## config.mk

```make
export PLATFORM = sky130hd
export DESIGN_NAME = dma_burst_ctrl
export DESIGN_NICKNAME = d
export VERILOG_FILES = /design/src/rtl/dma_burst_ctrl.sv
export SDC_FILE = /design/constraint.sdc
export NUM_CORES = 1
export LEC_CHECK = 0
export ABC_AREA = 1
export BUFFER_PORTS_ARGS = -buffer_cell sky130_fd_sc_hd__buf_2
export CAP_MARGIN = 5
export CORE_MARGIN = 1
export CORE_UTILIZATION = 57
export CTS_BUF_LIST = sky130_fd_sc_hd__clkbuf_4
export CTS_CLUSTER_DIAMETER = 150
export CTS_CLUSTER_SIZE = 30
export DETAILED_ROUTE_END_ITERATION = 6
export GPL_TIMING_DRIVEN = 0
export HOLD_SLACK_MARGIN = 0.1
export PLACE_DENSITY_LB_ADDON = 0.12
export SYNTH_ARGS = -nofsm -noshare
export SYNTH_HDL_FRONTEND = slang
export SYNTH_SLANG_ARGS = --single-unit
```

## constraint.sdc

```tcl
create_clock -name clk -period 6.4 [get_ports clk]
set_clock_uncertainty 0.15 [all_clocks]
set_input_delay 0.64 -clock clk [delete_from_list [all_inputs] [get_ports clk]]
set_output_delay 0.64 -clock clk [all_outputs]
set_load 0.02 [all_outputs]
```

## src/rtl/dma_burst_ctrl.sv

```systemverilog
// Purpose: splits a DMA transfer into read/write burst pairs that never cross a 4 KB page or exceed MAX_BURST.
// Latency: CALC takes one cycle per burst; done pulses one cycle after the last write response (or the cycle after a zero-length start).
// Backpressure: rd/wr command valid holds with stable addr/len until ready; only one burst is in flight at a time.
module dma_burst_ctrl #(
    parameter int ADDR_WIDTH = 32,
    parameter int LEN_WIDTH  = 16,
    parameter int DATA_BYTES = 4,
    parameter int MAX_BURST  = 16
) (
    input  logic                  clk,
    input  logic                  resetn,
    input  logic                  start,
    input  logic [ADDR_WIDTH-1:0] src_addr,
    input  logic [ADDR_WIDTH-1:0] dst_addr,
    input  logic [LEN_WIDTH-1:0]  total_beats,
    input  logic                  abort,
    output logic                  rd_cmd_valid,
    input  logic                  rd_cmd_ready,
    output logic [ADDR_WIDTH-1:0] rd_cmd_addr,
    output logic [7:0]            rd_cmd_len,
    input  logic                  rd_burst_done,
    output logic                  wr_cmd_valid,
    input  logic                  wr_cmd_ready,
    output logic [ADDR_WIDTH-1:0] wr_cmd_addr,
    output logic [7:0]            wr_cmd_len,
    input  logic                  wr_burst_done,
    output logic                  busy,
    output logic                  done,
    output logic                  aborted
);

    typedef enum logic [2:0] {
        S_IDLE, S_CALC, S_RD_CMD, S_RD_WAIT, S_WR_CMD, S_WR_WAIT, S_FIN
    } state_t;

    localparam int BYTE_SHIFT = $clog2(DATA_BYTES);
    localparam logic [ADDR_WIDTH-1:0] ALIGN_MASK = ~ADDR_WIDTH'(DATA_BYTES - 1);

    state_t                state_q, state_d;
    logic [ADDR_WIDTH-1:0] src_q, dst_q;
    logic [LEN_WIDTH-1:0]  remaining_q;
    logic [7:0]            len_q;
    logic                  aborted_q;

    logic [31:0]           src_bnd, dst_bnd, calc_beats;
    logic [8:0]            beats;
    logic [ADDR_WIDTH-1:0] addr_step;
    logic [LEN_WIDTH-1:0]  rem_after;

    // Burst sizing: smallest of remaining beats, MAX_BURST and the beats left before each page edge.
    always_comb begin
        src_bnd    = (32'd4096 - {20'd0, src_q[11:0]}) >> BYTE_SHIFT;
        dst_bnd    = (32'd4096 - {20'd0, dst_q[11:0]}) >> BYTE_SHIFT;
        calc_beats = 32'(remaining_q);
        if (32'(MAX_BURST) < calc_beats) calc_beats = 32'(MAX_BURST);
        if (src_bnd < calc_beats)        calc_beats = src_bnd;
        if (dst_bnd < calc_beats)        calc_beats = dst_bnd;
        beats      = {1'b0, len_q} + 9'd1;
        addr_step  = ADDR_WIDTH'(beats) << BYTE_SHIFT;
        rem_after  = remaining_q - LEN_WIDTH'(beats);
    end

    // State register.
    always_ff @(posedge clk) begin
        if (!resetn) state_q <= S_IDLE;
        else         state_q <= state_d;
    end

    // Next-state and command handshake outputs.
    always_comb begin
        state_d      = state_q;
        rd_cmd_valid = 1'b0;
        wr_cmd_valid = 1'b0;
        case (state_q)
            S_IDLE: begin
                if (start) state_d = (total_beats == '0) ? S_FIN : S_CALC;
            end
            S_CALC: begin
                state_d = abort ? S_FIN : S_RD_CMD;
            end
            S_RD_CMD: begin
                rd_cmd_valid = 1'b1;
                if (rd_cmd_ready) state_d = S_RD_WAIT;
            end
            S_RD_WAIT: begin
                if (rd_burst_done) state_d = S_WR_CMD;
            end
            S_WR_CMD: begin
                wr_cmd_valid = 1'b1;
                if (wr_cmd_ready) state_d = S_WR_WAIT;
            end
            S_WR_WAIT: begin
                if (wr_burst_done) state_d = (rem_after == '0 || abort) ? S_FIN : S_CALC;
            end
            S_FIN: begin
                state_d = S_IDLE;
            end
            default: state_d = S_IDLE;
        endcase
    end

    // Transfer context: captured on start, burst length latched in CALC, advanced on each write response.
    always_ff @(posedge clk) begin
        if (!resetn) begin
            src_q       <= '0;
            dst_q       <= '0;
            remaining_q <= '0;
            len_q       <= '0;
            aborted_q   <= 1'b0;
        end else begin
            case (state_q)
                S_IDLE: begin
                    if (start) begin
                        src_q       <= src_addr & ALIGN_MASK;
                        dst_q       <= dst_addr & ALIGN_MASK;
                        remaining_q <= total_beats;
                        aborted_q   <= 1'b0;
                    end
                end
                S_CALC: begin
                    len_q <= 8'(calc_beats - 32'd1);
                    if (abort) aborted_q <= 1'b1;
                end
                S_WR_WAIT: begin
                    if (wr_burst_done) begin
                        src_q       <= src_q + addr_step;
                        dst_q       <= dst_q + addr_step;
                        remaining_q <= rem_after;
                        if (abort) aborted_q <= 1'b1;
                    end
                end
                default: ;
            endcase
        end
    end

    assign rd_cmd_addr = src_q;
    assign rd_cmd_len  = len_q;
    assign wr_cmd_addr = dst_q;
    assign wr_cmd_len  = len_q;
    assign busy        = (state_q != S_IDLE);
    assign done        = (state_q == S_FIN);
    assign aborted     = aborted_q;

endmodule

```

======== After elaboration in Yosys (flattened, before gate mapping) ========
Cells that the tools add are included.
word-level totals
  word-level logic and storage cells ...... 64
  input port bits ......................... 88
  RAM bits ................................ 0
  register bits ........................... 92
  bits in read-only memories .............. 0
  memories kept ........................... 0
  output and inout port bits .............. 85
  latch bits .............................. 0
cells by class
  reductions and logical operators ........ 10
  shift operators ......................... 0
  div/mod/pow operators ................... 0
  bitwise operators ....................... 0
  $lt $le $gt $ge ......................... 3
  multiply operators ...................... 0
  equality and inequality tests ........... 11
  add/sub/neg operators ................... 7
  muxes and demuxes ....................... 27
operator list
  operator                                              count
  two-way mux 32 bit                                    4
  one-hot mux 32 bit (2 select lines)                   2
  adder 32 x 11 -> 32 bit                               2
  two-way mux 16 bit                                    3
  logical NOT 16 bit                                    2
  one-hot mux 16 bit (2 select lines)                   1
  < comparator 30 x 16 -> 1 bit                         1
  < comparator 30 bit                                   1
  two-way mux 30 bit                                    1
  subtractor 13 x 12 -> 14 bit (first input constant)   2
  two-way mux 3 bit                                     8
  one-hot mux 3 bit (6 select lines)                    1
  < comparator 5 x 16 -> 1 bit (first input constant)   1
  subtractor 16 x 9 -> 16 bit                           1
  inequality test 2 bit (second input constant)         5
  adder 8 x 1 -> 9 bit (second input constant)          1
  equality test 3 bit (second input constant)           3
  two-way mux 8 bit                                     1
  subtractor 8 x 1 -> 8 bit (second input constant)     1
  equality test 3 x 2 -> 1 bit (second input constant)  2
  AND reduction 3 bit                                   2
  nonzero test 3 bit                                    2
  two-way mux 1 bit                                     5
  AND reduction 5 bit                                   1
  5 further kinds                                       5

======== Depth between registers and ports, before layout ========
Gate-level depths: netlist of the first run.
  depth in word-level cells ............... 7
  gate-level depth with buffers ........... 37
  depth with buffers taken out ............ 37

======== Least setup slack after synthesis of the first run ========
No wires, ideal clock.
  path type ............................... register to register
  start point ............................. register src_q[8], in the netlist rd_cmd_addr[8]
  end point ............................... register len_q[6], in the netlist rd_cmd_len[6]
  stages on the path, launching flop included .. 28
  buffers on the path ..................... 0
  required time ........................... 6.141 ns
  setup time .............................. 0.109 ns
  period minus slack after synthesis ...... 4.624 ns
  path slack .............................. 1.776 ns
  data arrival time ....................... 4.365 ns
  cell sequence ........................... dfxtp_1 -> or2_2 -> nor4_1 -> xor2_1 -> inv_1 -> ha_1 -> a21oi_1 -> o21ai_0 -> a21oi_1 -> nand2_4 -> inv_1 -> nand2_1 -> ha_1 -> a21oi_1 -> o21ai_0 -> a21oi_1 -> nand2_8 -> nand2_1 -> o21ai_2 -> inv_1 -> ha_1 -> nand2_2 -> nor2_2 -> nand2_1 -> nand2_1 -> nand3_1 -> nand2_1 -> inv_1
between the ends
  longest elaborated chain between the ends .. 6
RTL lines
  what                              line  RTL
  start: declaration                40    logic [ADDR_WIDTH-1:0] src_q, dst_q;
  start signal: assignment          114   src_q <= src_addr & ALIGN_MASK;
  start signal: assignment          126   src_q <= src_q + addr_step;
  subtractor 13 x 12 -> 14 bit (*)  52    src_bnd = (32'd4096 - {20'd0, src_q[11:0]}) >> BYTE_SHIFT;
  < comparator 30 x 16 -> 1 bit     56    if (src_bnd < calc_beats) calc_beats = src_bnd;
  two-way mux 30 bit (*)            56
  < comparator 30 bit               57    if (dst_bnd < calc_beats) calc_beats = dst_bnd;
  two-way mux 8 bit (*)             57
  subtractor 8 x 1 -> 8 bit (*)     121   len_q <= 8'(calc_beats - 32'd1);
  end signal: assignment            121
  end: declaration                  42    logic [7:0] len_q;
Every way passes the cells marked *; elsewhere a longest branch is shown, timed or not.
A chain may end at the register's enable or synchronous reset.

======== Worst setup path in the final report of the first run ========
Same ends and word-level chain as after synthesis.

==> results of run 1 <==
==> per-layer routing <==
| metal | wire, µm | vias up |
|---|---|---|
| met2 | 10600 | 307 |
| met3 | 1740 | 46 |
| met5 | 0 | - |
| met4 | 725 | 0 |
| li1 | - | 4143 |
| met1 | 9750 | 3791 |
==> layout make-up <==
cell class	instances	area, µm²	share of cell area, %
Antenna cell	1	2.50	0.0288
Buffer	53	245	2.83
Clock buffer	10	75.1	0.865
Clock inverter	4	46.3	0.533
Inverter	136	510	5.88
Multi-Input combinational cell	874	5000	57.6
Sequential cell	88	1760	20.3
Tap cell	172	215	2.48
Timing Repair Buffer	164	821	9.46
==> state kept, by name, indices dropped and copies added, names as in the netlist <==
| register | count |
|---|---|
| state_q | 3 |
| wr_cmd_addr | 30 |
| remaining_q | 16 |
| aborted | 1 |
| rd_cmd_len | 8 |
| rd_cmd_addr | 30 |
==> cell families after synthesis <==
group / Yosys count / share of synthesized area, %
compound gates: 288 / 21.9
xor+xnor: 65 / 7.60
fa+ha+maj: 52 / 8.99
buf+inv: 189 / 10.1
flops: 88 / 23.5
other cells: 2 / 0.100
simple gates: 459 / 27.8
==> worst max path at each step <==
stage | start | to | slack [ns]
6_report | rd_cmd_addr[8]$_SDFFE_PN0P_ | rd_cmd_len[6]$_SDFFE_PN0P_ | 1.16
5_1_grt | rd_cmd_addr[3]$_SDFFE_PN0P_ | rd_cmd_len[6]$_SDFFE_PN0P_ | 0.63
4_1_cts | rd_cmd_addr[3]$_SDFFE_PN0P_ | rd_cmd_len[6]$_SDFFE_PN0P_ | 1.16
3_5_place_dp | rd_cmd_addr[9]$_SDFFE_PN0P_ | rd_cmd_len[6]$_SDFFE_PN0P_ | 1.18
3_3_place_gp | rd_cmd_addr[8]$_SDFFE_PN0P_ | rd_cmd_len[6]$_SDFFE_PN0P_ | 1.25
2_1_floorplan | rd_cmd_addr[8]$_SDFFE_PN0P_ | rd_cmd_len[6]$_SDFFE_PN0P_ | 1.78
==> per-stage QoR <==
stage | instance area [µm²] | util [%]
after floorplan | 7520 | -
after global placement | 8560 | 67.3
after detailed placement | 8560 | 67.3
after CTS | 8680 | 68.2
after global routing | 8680 | 68.2
final | 8680 | 68.2
==> cells in the mapped netlist (2+ instances only) <==
master	n	area, µm²
nand2_4	3	33.8
inv_2	4	15.0
fa_1	3	60.1
nor3b_1	2	15.0
buf_1	3	11.3
o211ai_1	9	67.6
nand2_2	13	81.3
nor4_1	5	31.3
o221ai_1	5	43.8
o21ai_0	88	440
ha_1	49	613
a31oi_1	8	50.1
conb_1	2	7.51
xor2_1	48	420
o21ai_1	6	30.0
o22ai_1	2	12.5
o21bai_1	40	300
nand4_1	15	93.8
a21oi_1	117	586
a21o_1	3	22.5
nor2_4	2	22.5
inv_1	130	488
dfxtp_1	88	1760
nand3b_1	5	37.5
clkinv_1	2	7.51
nor3_2	4	40.0
nand3_2	4	40.0
xnor2_1	17	149
nor2_1	77	289
a211oi_1	2	15.0
nand3_1	51	255
clkbuf_1	37	139
nor2_2	7	43.8
or2_2	4	25.0
buf_4	12	90.1
nand2_1	239	897
nor3_1	23	115
==> worst max-delay path: stages, from the launching register on <==
cell and delay, ns:
dfxtp_1 0.42, or2_2 0.35, nor4_1 0.32, xor2_1 0.12, inv_1 0.10, ha_1 0.25, a21oi_1 0.13, o21ai_0 0.09
a21oi_1 0.46, nand2_4 0.13, inv_1 0.22, nand2_1 0.13, ha_1 0.31, a21oi_1 0.15, o21ai_0 0.09, a21oi_1 0.62
nand2_8 0.14, nand2_1 0.11, o21ai_2 0.08, inv_1 0.08, ha_1 0.17, nand2_2 0.08, nor2_2 0.14, nand2_1 0.06
nand2_1 0.05, nand3_1 0.08, nand2_1 0.07, inv_1 0.03
==> flow_metrics.py, run 1 <==
metrics = {
    "run_status": {
        "outcome": "complete, no violations",
    },
    "synth": {
        "netlist_area_um2": 7490,
        "yosysWarnings": 0,
        "synth-seq-cells": 88,
        "synthFlopType": "dfxtp_1",
        "yosysUniqueCellTypes": 51,
        "synth-seq-area-share_pct": 23.5,
        "syn_avg_cell_area_um2": 6.55,
        "syn_inst": 1143,
        "synth_edf_count": 0,
        "synthArstFlopShare_pct": 0,
    },
    "final_layout": {
        "finalNonFillerCells": 1502,
        "finalNetCount": 1466,
        "final_cell_mix": "nand2_1 (239), buf_2 (165), inv_1 (130)",
        "mostFrequentLayoutCell": "nand2_1",
        "areaGrowthSynthToFinish_pct": 15.9,
        "num-fill-cells": 1247,
        "drive_gt1_share_pct": 17.8,
    },
    "clock_network": {
        "cts.reportedPaths.clkPinSlew_ns": 0.15,
        "htree_levels": 3,
        "cts_tree": "built",
        "numClockSinks": 88,
        "holdBufCountCts": 0,
        "cts_buffers": 9,
        "clock_latency_ns": 0.48,
        "post_cts_buffers": 0,
        "cts_buffer_depth": 2,
        "post_cts_resized": 0,
        "root_buffer": "clkbuf_4",
    },
    "sta": {
        "holdWs_ns": 0.262,
        "max-slew-margin-rel_pct": 39.2,
        "final_max_slew_viol_count": 0,
        "fmax_ghz": 0.191,
        "worst_pin_slew_ns": 0.905,
        "period_needed_ns": 5.24,
        "rsz0062_at_grt": "false",
        "setup_viol": 0,
        "hold_viol": 0,
        "worst_slack_ns": 1.16,
        "finalSetupTns_ns": 0,
        "fin_crit_sh_pct": 81.9,
    },
    "global_routing": {
        "use_met1_pct": 42.9,
        "grt_max_degree": 14,
        "grt.total_usage_pct": 34.0,
        "grt_most_used_layer": "met2",
        "overflow": 0,
        "grt_pass1_vias": 7305,
        "met2_usage_pct": 56.6,
        "grt_use_met3_pct": 6.59,
        "grt_pass1_wl_um": 35600,
        "antenna_found_initial": 0,
    },
    "route": {
        "drc": 0,
        "ant_nets": 0,
        "drt_iter0_drc": 628,
        "post_drt_wl_per_cell_um": 15.2,
        "viasPerCell": 5.52,
        "drt_wl_total_um": 22800,
        "via_count": 8287,
        "first_pass_iters": 6,
    },
    "worst_setup_path": {
        "critPathArrivalTime_ns": 5.48,
        "rr_endpoint": "rd_cmd_len[6]$_SDFFE_PN0P_",
        "worstReg2RegStart": "rd_cmd_addr[8]$_SDFFE_PN0P_",
        "crit_fanout": 10,
        "critPathCaptureType": "register",
        "required_ns": 6.64,
        "critical_path_class": "reg -> reg",
        "reg2regPathDepth": 27,
        "ff2ff_setup_slack_ns": 1.16,
        "cp-start-kind": "register",
    },
    "place": {
        "gp_congestion": 0.932,
        "numPortBuffers": 164,
        "hpwl_um": 17800,
        "dp.cells": 1487,
        "dp_slack_ns": 1.18,
    },
    "worst_hold_path": {
        "min_from": "dst_addr[4]",
        "whs_path_depth": 3,
        "hold_path_class": "in -> reg",
        "hold_end": "wr_cmd_addr[4]$_SDFFE_PN0P_",
    },
    "die": {
        "dieArea_um2": 13600,
        "core_area_um2": 12700,
        "die_width_um": 117,
        "ioPinCount": 173,
        "start_util_pct": 58.9,
        "rows": 41,
        "die_y_um": 117,
    },
    "flow_run": {
        "maxCapViolations": 0,
    },
}
Power of run 1 is left out: the tool's default activity adds up to more than one toggle a clock period on the data nets, which glitch-free logic cannot reach.
==> inputs of run 2 (changes only) <==
==> constraint.sdc (replaced) <==
create_clock -name clk -period 5.34 [get_ports clk]
set_clock_uncertainty 0.15 [all_clocks]
set_input_delay 0.534 -clock clk [delete_from_list [all_inputs] [get_ports clk]]
set_output_delay 0.534 -clock clk [all_outputs]
set_load 0.02 [all_outputs]
==> flow_metrics.py, run 2 (synthesized netlist as in run 1, its figures left out) <==
metrics = {
    "global_routing": {
        "grt_max_degree": 14,
        "antenna_found_initial": 0,
        "grt_pass1_vias": 7305,
        "grt_pass1_wl_um": 35600,
        "grt.total_usage_pct": 34.0,
        "overflow": 0,
    },
    "worst_setup_path": {
        "slowest_delay_ns": 0.42,
        "crit_fanout": 10,
        "required_ns": 5.59,
        "critPathMostFrequentCell": "nand2_1",
        "path_buf_inv": 4,
        "path_delay_family": "simple AND/OR/NAND/NOR gates",
        "slowest_stage": "dfxtp_1",
        "critical_path_class": "reg -> reg",
        "cp-start-kind": "register",
        "critPathArrivalTime_ns": 5.03,
        "critPathCaptureType": "register",
    },
    "flow_run": {
        "maxCapViolations": 0,
    },
    "route": {
        "drc": 0,
        "post_drt_wl_per_cell_um": 15.2,
        "drt_iter0_drc": 577,
        "via_count": 8255,
        "ant_nets": 0,
        "viasPerCell": 5.50,
        "first_pass_iters": 5,
        "drt_wl_total_um": 22800,
    },
    "sta": {
        "rsz0062_at_grt": "false",
        "period_needed_ns": 4.78,
        "fin_crit_sh_pct": 89.5,
        "final_max_slew_viol_count": 0,
        "worst_pin_slew_ns": 0.911,
        "setup_viol": 0,
        "fmax_ghz": 0.209,
        "hold_viol": 0,
        "finalSetupTns_ns": 0,
        "worst_slack_ns": 0.559,
        "max-slew-margin-rel_pct": 38.9,
    },
    "run_status": {
        "outcome": "complete, no violations",
    },
    "clock_network": {
        "clock_latency_ns": 0.48,
        "root_buffer": "clkbuf_4",
        "htree_levels": 3,
        "cts.reportedPaths.clkPinSlew_ns": 0.15,
        "cts_tree": "built",
        "post_cts_buffers": 0,
        "cts_buffers": 9,
        "cts_buffer_depth": 2,
        "numClockSinks": 88,
        "holdBufCountCts": 0,
    },
    "final_layout": {
        "finalNonFillerCells": 1502,
        "finalNetCount": 1466,
        "num-fill-cells": 1243,
        "mostFrequentLayoutCell": "nand2_1",
        "drive_gt1_share_pct": 18.0,
        "areaGrowthSynthToFinish_pct": 16.1,
        "final_cell_mix": "nand2_1 (239), buf_2 (165), inv_1 (130)",
    },
    "die": {
        "start_util_pct": 58.9,
        "rows": 41,
        "die_width_um": 117,
        "core_area_um2": 12700,
        "ioPinCount": 173,
        "die_y_um": 117,
        "dieArea_um2": 13600,
    },
    "place": {
        "hpwl_um": 17800,
        "gp_congestion": 0.932,
        "dp.cells": 1487,
        "dp_slack_ns": 0.118,
        "numPortBuffers": 164,
    },
    "worst_hold_path": {
        "hold_path_class": "in -> reg",
    },
}
## run 2: changes by cell type in the layout (fill, tap and decap cells not counted)
| cell | before | now |
|---|---|---|
| a21oi_2 | 0 | 1 |
| a21oi_4 | 0 | 1 |
| a21oi_1 | 117 | 115 |
## run 2: worst min-delay path, delay by kind of cell
kind / cells / cell delay (ns)
AO/OA/AOI/OAI: 1 / 0.07
AND/OR/NAND/NOR: 1 / 0.06
buffers and inverters: 1 / 0.10
## run 2: layer usage
metal | GRT usage (%) | routed length (µm) | vias up
met5 | 0 | 0 | -
met3 | 6.59 | 1790 | 41
met2 | 56.6 | 10700 | 320
met1 | 42.9 | 9700 | 3757
li1 | - | - | 4137
met4 | 14.2 | 634 | 0
## run 2: timing repair
item                                    CTS  global route
endpoints found under the setup margin    0             6
endpoints found under the hold margin     0             0
resized for setup                         0             3
## run 2: final timing paths
check | start | endpoint | slack, ns | cells after the start
worst min register to register | remaining_q[13]$_SDFFE_PN0P_ | remaining_q[13]$_SDFFE_PN0P_ | 0.35 | 2
worst max register to register | rd_cmd_addr[8]$_SDFFE_PN0P_ | rd_cmd_len[6]$_SDFFE_PN0P_ | 0.56 | 27
worst min-delay path | dst_addr[2] | wr_cmd_addr[2]$_SDFFE_PN0P_ | 0.16 | 3
worst max-delay path | rd_cmd_addr[8]$_SDFFE_PN0P_ | rd_cmd_len[6]$_SDFFE_PN0P_ | 0.56 | 27
## run 2: metrics by stage
stage / instance area (µm²) / hold WS (ns) / utilization (%)
2_1_floorplan: 7520 / 0.305 / -
3_3_place_gp: 8560 / 0.318 / 67.3
3_5_place_dp: 8560 / 0.324 / 67.3
4_1_cts: 8680 / 0.152 / 68.2
5_1_grt: 8690 / 0.150 / 68.3
6_report: 8700 / 0.157 / 68.4
## run 2: layout make-up
cell class	count	area (µm²)	share of cell area, %
multi-input combinational	874	5020	57.7
sequential	88	1760	20.3
timing repair buffer	164	821	9.44
inverter	136	510	5.87
buffer	53	245	2.82
tap	172	215	2.47
clock buffer	10	75.1	0.863
clock inverter	4	46.3	0.532
antenna	1	2.50	0.0288
Power of run 2 is left out for the same reason.
==> inputs of run 3 (changes only) <==
--- a/config.mk
+++ b/config.mk
@@ -16,7 +16,7 @@
 export DETAILED_ROUTE_END_ITERATION = 6
 export GPL_TIMING_DRIVEN = 0
 export HOLD_SLACK_MARGIN = 0.1
-export PLACE_DENSITY_LB_ADDON = 0.12
+export PLACE_DENSITY = 0.88
 export SYNTH_ARGS = -nofsm -noshare
 export SYNTH_HDL_FRONTEND = slang
 export SYNTH_SLANG_ARGS = --single-unit
==> flow_metrics.py, run 3 (synthesized netlist as in run 1, its figures left out) <==
metrics = {
    "global_routing": {
        "grt.total_usage_pct": 34.2,
        "grt_pass1_vias": 7588,
        "grt_max_degree": 15,
        "grt_pass1_wl_um": 36200,
        "overflow": 0,
        "antenna_found_initial": 4,
    },
    "place": {
        "numPortBuffers": 164,
        "dpl_cell_area_um2": 8560,
        "gp_congestion": 0.970,
        "hpwl_um": 18300,
    },
    "route": {
        "via_count": 8493,
        "post_drt_wl_per_cell_um": 15.4,
        "viasPerCell": 5.64,
        "drt_iter0_drc": 603,
        "ant_nets": 0,
        "drt_wl_total_um": 23200,
        "drc": 0,
        "first_pass_iters": 6,
    },
    "final_layout": {
        "areaGrowthSynthToFinish_pct": 16.8,
        "mostFrequentLayoutCell": "nand2_1",
        "design_area_um2": 8750,
        "final_cell_mix": "nand2_1 (239), buf_2 (165), inv_1 (130)",
        "num-fill-cells": 1161,
        "finalNetCount": 1467,
        "drive_gt1_share_pct": 18.2,
    },
    "worst_setup_path": {
        "slowest_delay_ns": 0.43,
        "critPathMostFrequentCell": "nand2_1",
        "cp-start-kind": "register",
        "critPathCapture": "rd_cmd_len[6]$_SDFFE_PN0P_",
        "cp_num_cells": 28,
        "crit_fanout": 10,
        "ff2ff_setup_slack_ns": 0.45,
        "path_delay_family": "simple AND/OR/NAND/NOR gates",
        "slowest_stage": "dfxtp_1",
        "path_buf_inv": 5,
        "critical_path_class": "reg -> reg",
        "startpoint": "rd_cmd_addr[8]$_SDFFE_PN0P_",
        "critPathArrivalTime_ns": 5.11,
        "rr_endpoint": "rd_cmd_len[6]$_SDFFE_PN0P_",
        "worstReg2RegStart": "rd_cmd_addr[8]$_SDFFE_PN0P_",
        "critPathCaptureType": "register",
        "required_ns": 5.56,
        "reg2regPathDepth": 28,
    },
    "die": {
        "ioPinCount": 173,
        "die_y_um": 117,
        "dieArea_um2": 13600,
        "rows": 41,
        "die_width_um": 117,
        "core_area_um2": 12700,
        "start_util_pct": 58.9,
    },
    "clock_network": {
        "root_buffer": "clkbuf_4",
        "cts_buffers": 9,
        "htree_levels": 3,
        "cts_tree": "built",
        "holdBufCountCts": 0,
        "clock_latency_ns": 0.46,
        "cts.reportedPaths.clkPinSlew_ns": 0.14,
        "cts_buffer_depth": 2,
        "numClockSinks": 88,
    },
    "sta": {
        "worst_pin_slew_ns": 0.703,
        "setup_viol": 0,
        "rsz0062_at_grt": "false",
        "final_max_slew_viol_count": 0,
        "max-slew-margin-rel_pct": 53.1,
        "fmax_ghz": 0.205,
        "finalSetupTns_ns": 0,
        "hold_viol": 0,
        "period_needed_ns": 4.89,
        "fin_crit_sh_pct": 91.5,
    },
    "flow_run": {
        "maxCapViolations": 0,
    },
    "run_status": {
        "outcome": "complete, no violations",
    },
    "worst_hold_path": {
        "hold_path_class": "in -> reg",
    },
}
run 3: layout make-up:
cell class / instances / area [µm²] / share of cell area, %
Multi-Input combinational cell: 874 / 5020 / 57.4
Inverter: 136 / 510 / 5.84
Buffer: 53 / 245 / 2.80
Antenna cell: 3 / 7.51 / 0.0858
Sequential cell: 88 / 1760 / 20.1
Clock buffer: 10 / 75.1 / 0.858
Tap cell: 172 / 215 / 2.46
Clock inverter: 6 / 83.8 / 0.959
Timing Repair Buffer: 165 / 828 / 9.47
run 3: metal layers:
layer | vias up | share of wire (%) | GRT usage, %
met2 | 408 | 46 | 56.1
met3 | 82 | 9.1 | 5.66
li1 | 4144 | - | -
met5 | - | 0 | 0
met1 | 3859 | 41 | 42.6
met4 | 0 | 4.4 | 19.3
run 3: metrics by stage:
step,hold WS (ns),instances,setup slack [ns],util [%]
after floorplan,0.305,1151,0.716,-
after global placement,0.315,1487,0.146,67.3
after detailed placement,0.320,1487,0.0209,67.3
after CTS,0.167,1503,0.00521,68.5
after global routing,0.180,1505,0.0646,68.7
final,0.174,1507,0.454,68.7
run 3: what timing repair did:
item | in CTS | in global routing
endpoints found under the setup margin | 0 | 7
setup buffers | 0 | 1
gates resized for setup | 0 | 3
run 3: worst register-to-register path: cells and delay by family (launching register included):
family          cells  cell delay, ns
fa+ha+maj           3            0.73
simple gates       12            1.61
buf+inv             5            0.60
xor+xnor            1            0.11
flops               1            0.43
compound gates      7            1.17
run 3: worst min-delay path by stage:
stage                                             from                            to  slack, ns  cells past startpoint
after floorplan           remaining_q[13]$_SDFFE_PN0P_  remaining_q[13]$_SDFFE_PN0P_       0.30                      2
after global placement    remaining_q[13]$_SDFFE_PN0P_  remaining_q[13]$_SDFFE_PN0P_       0.31                      2
after detailed placement  remaining_q[13]$_SDFFE_PN0P_  remaining_q[13]$_SDFFE_PN0P_       0.32                      2
after CTS                                  dst_addr[3]   wr_cmd_addr[3]$_SDFFE_PN0P_       0.17                      3
after global routing                       dst_addr[3]   wr_cmd_addr[3]$_SDFFE_PN0P_       0.18                      3
final                                      dst_addr[3]   wr_cmd_addr[3]$_SDFFE_PN0P_       0.17                      3
Power of run 3 is left out for the same reason.
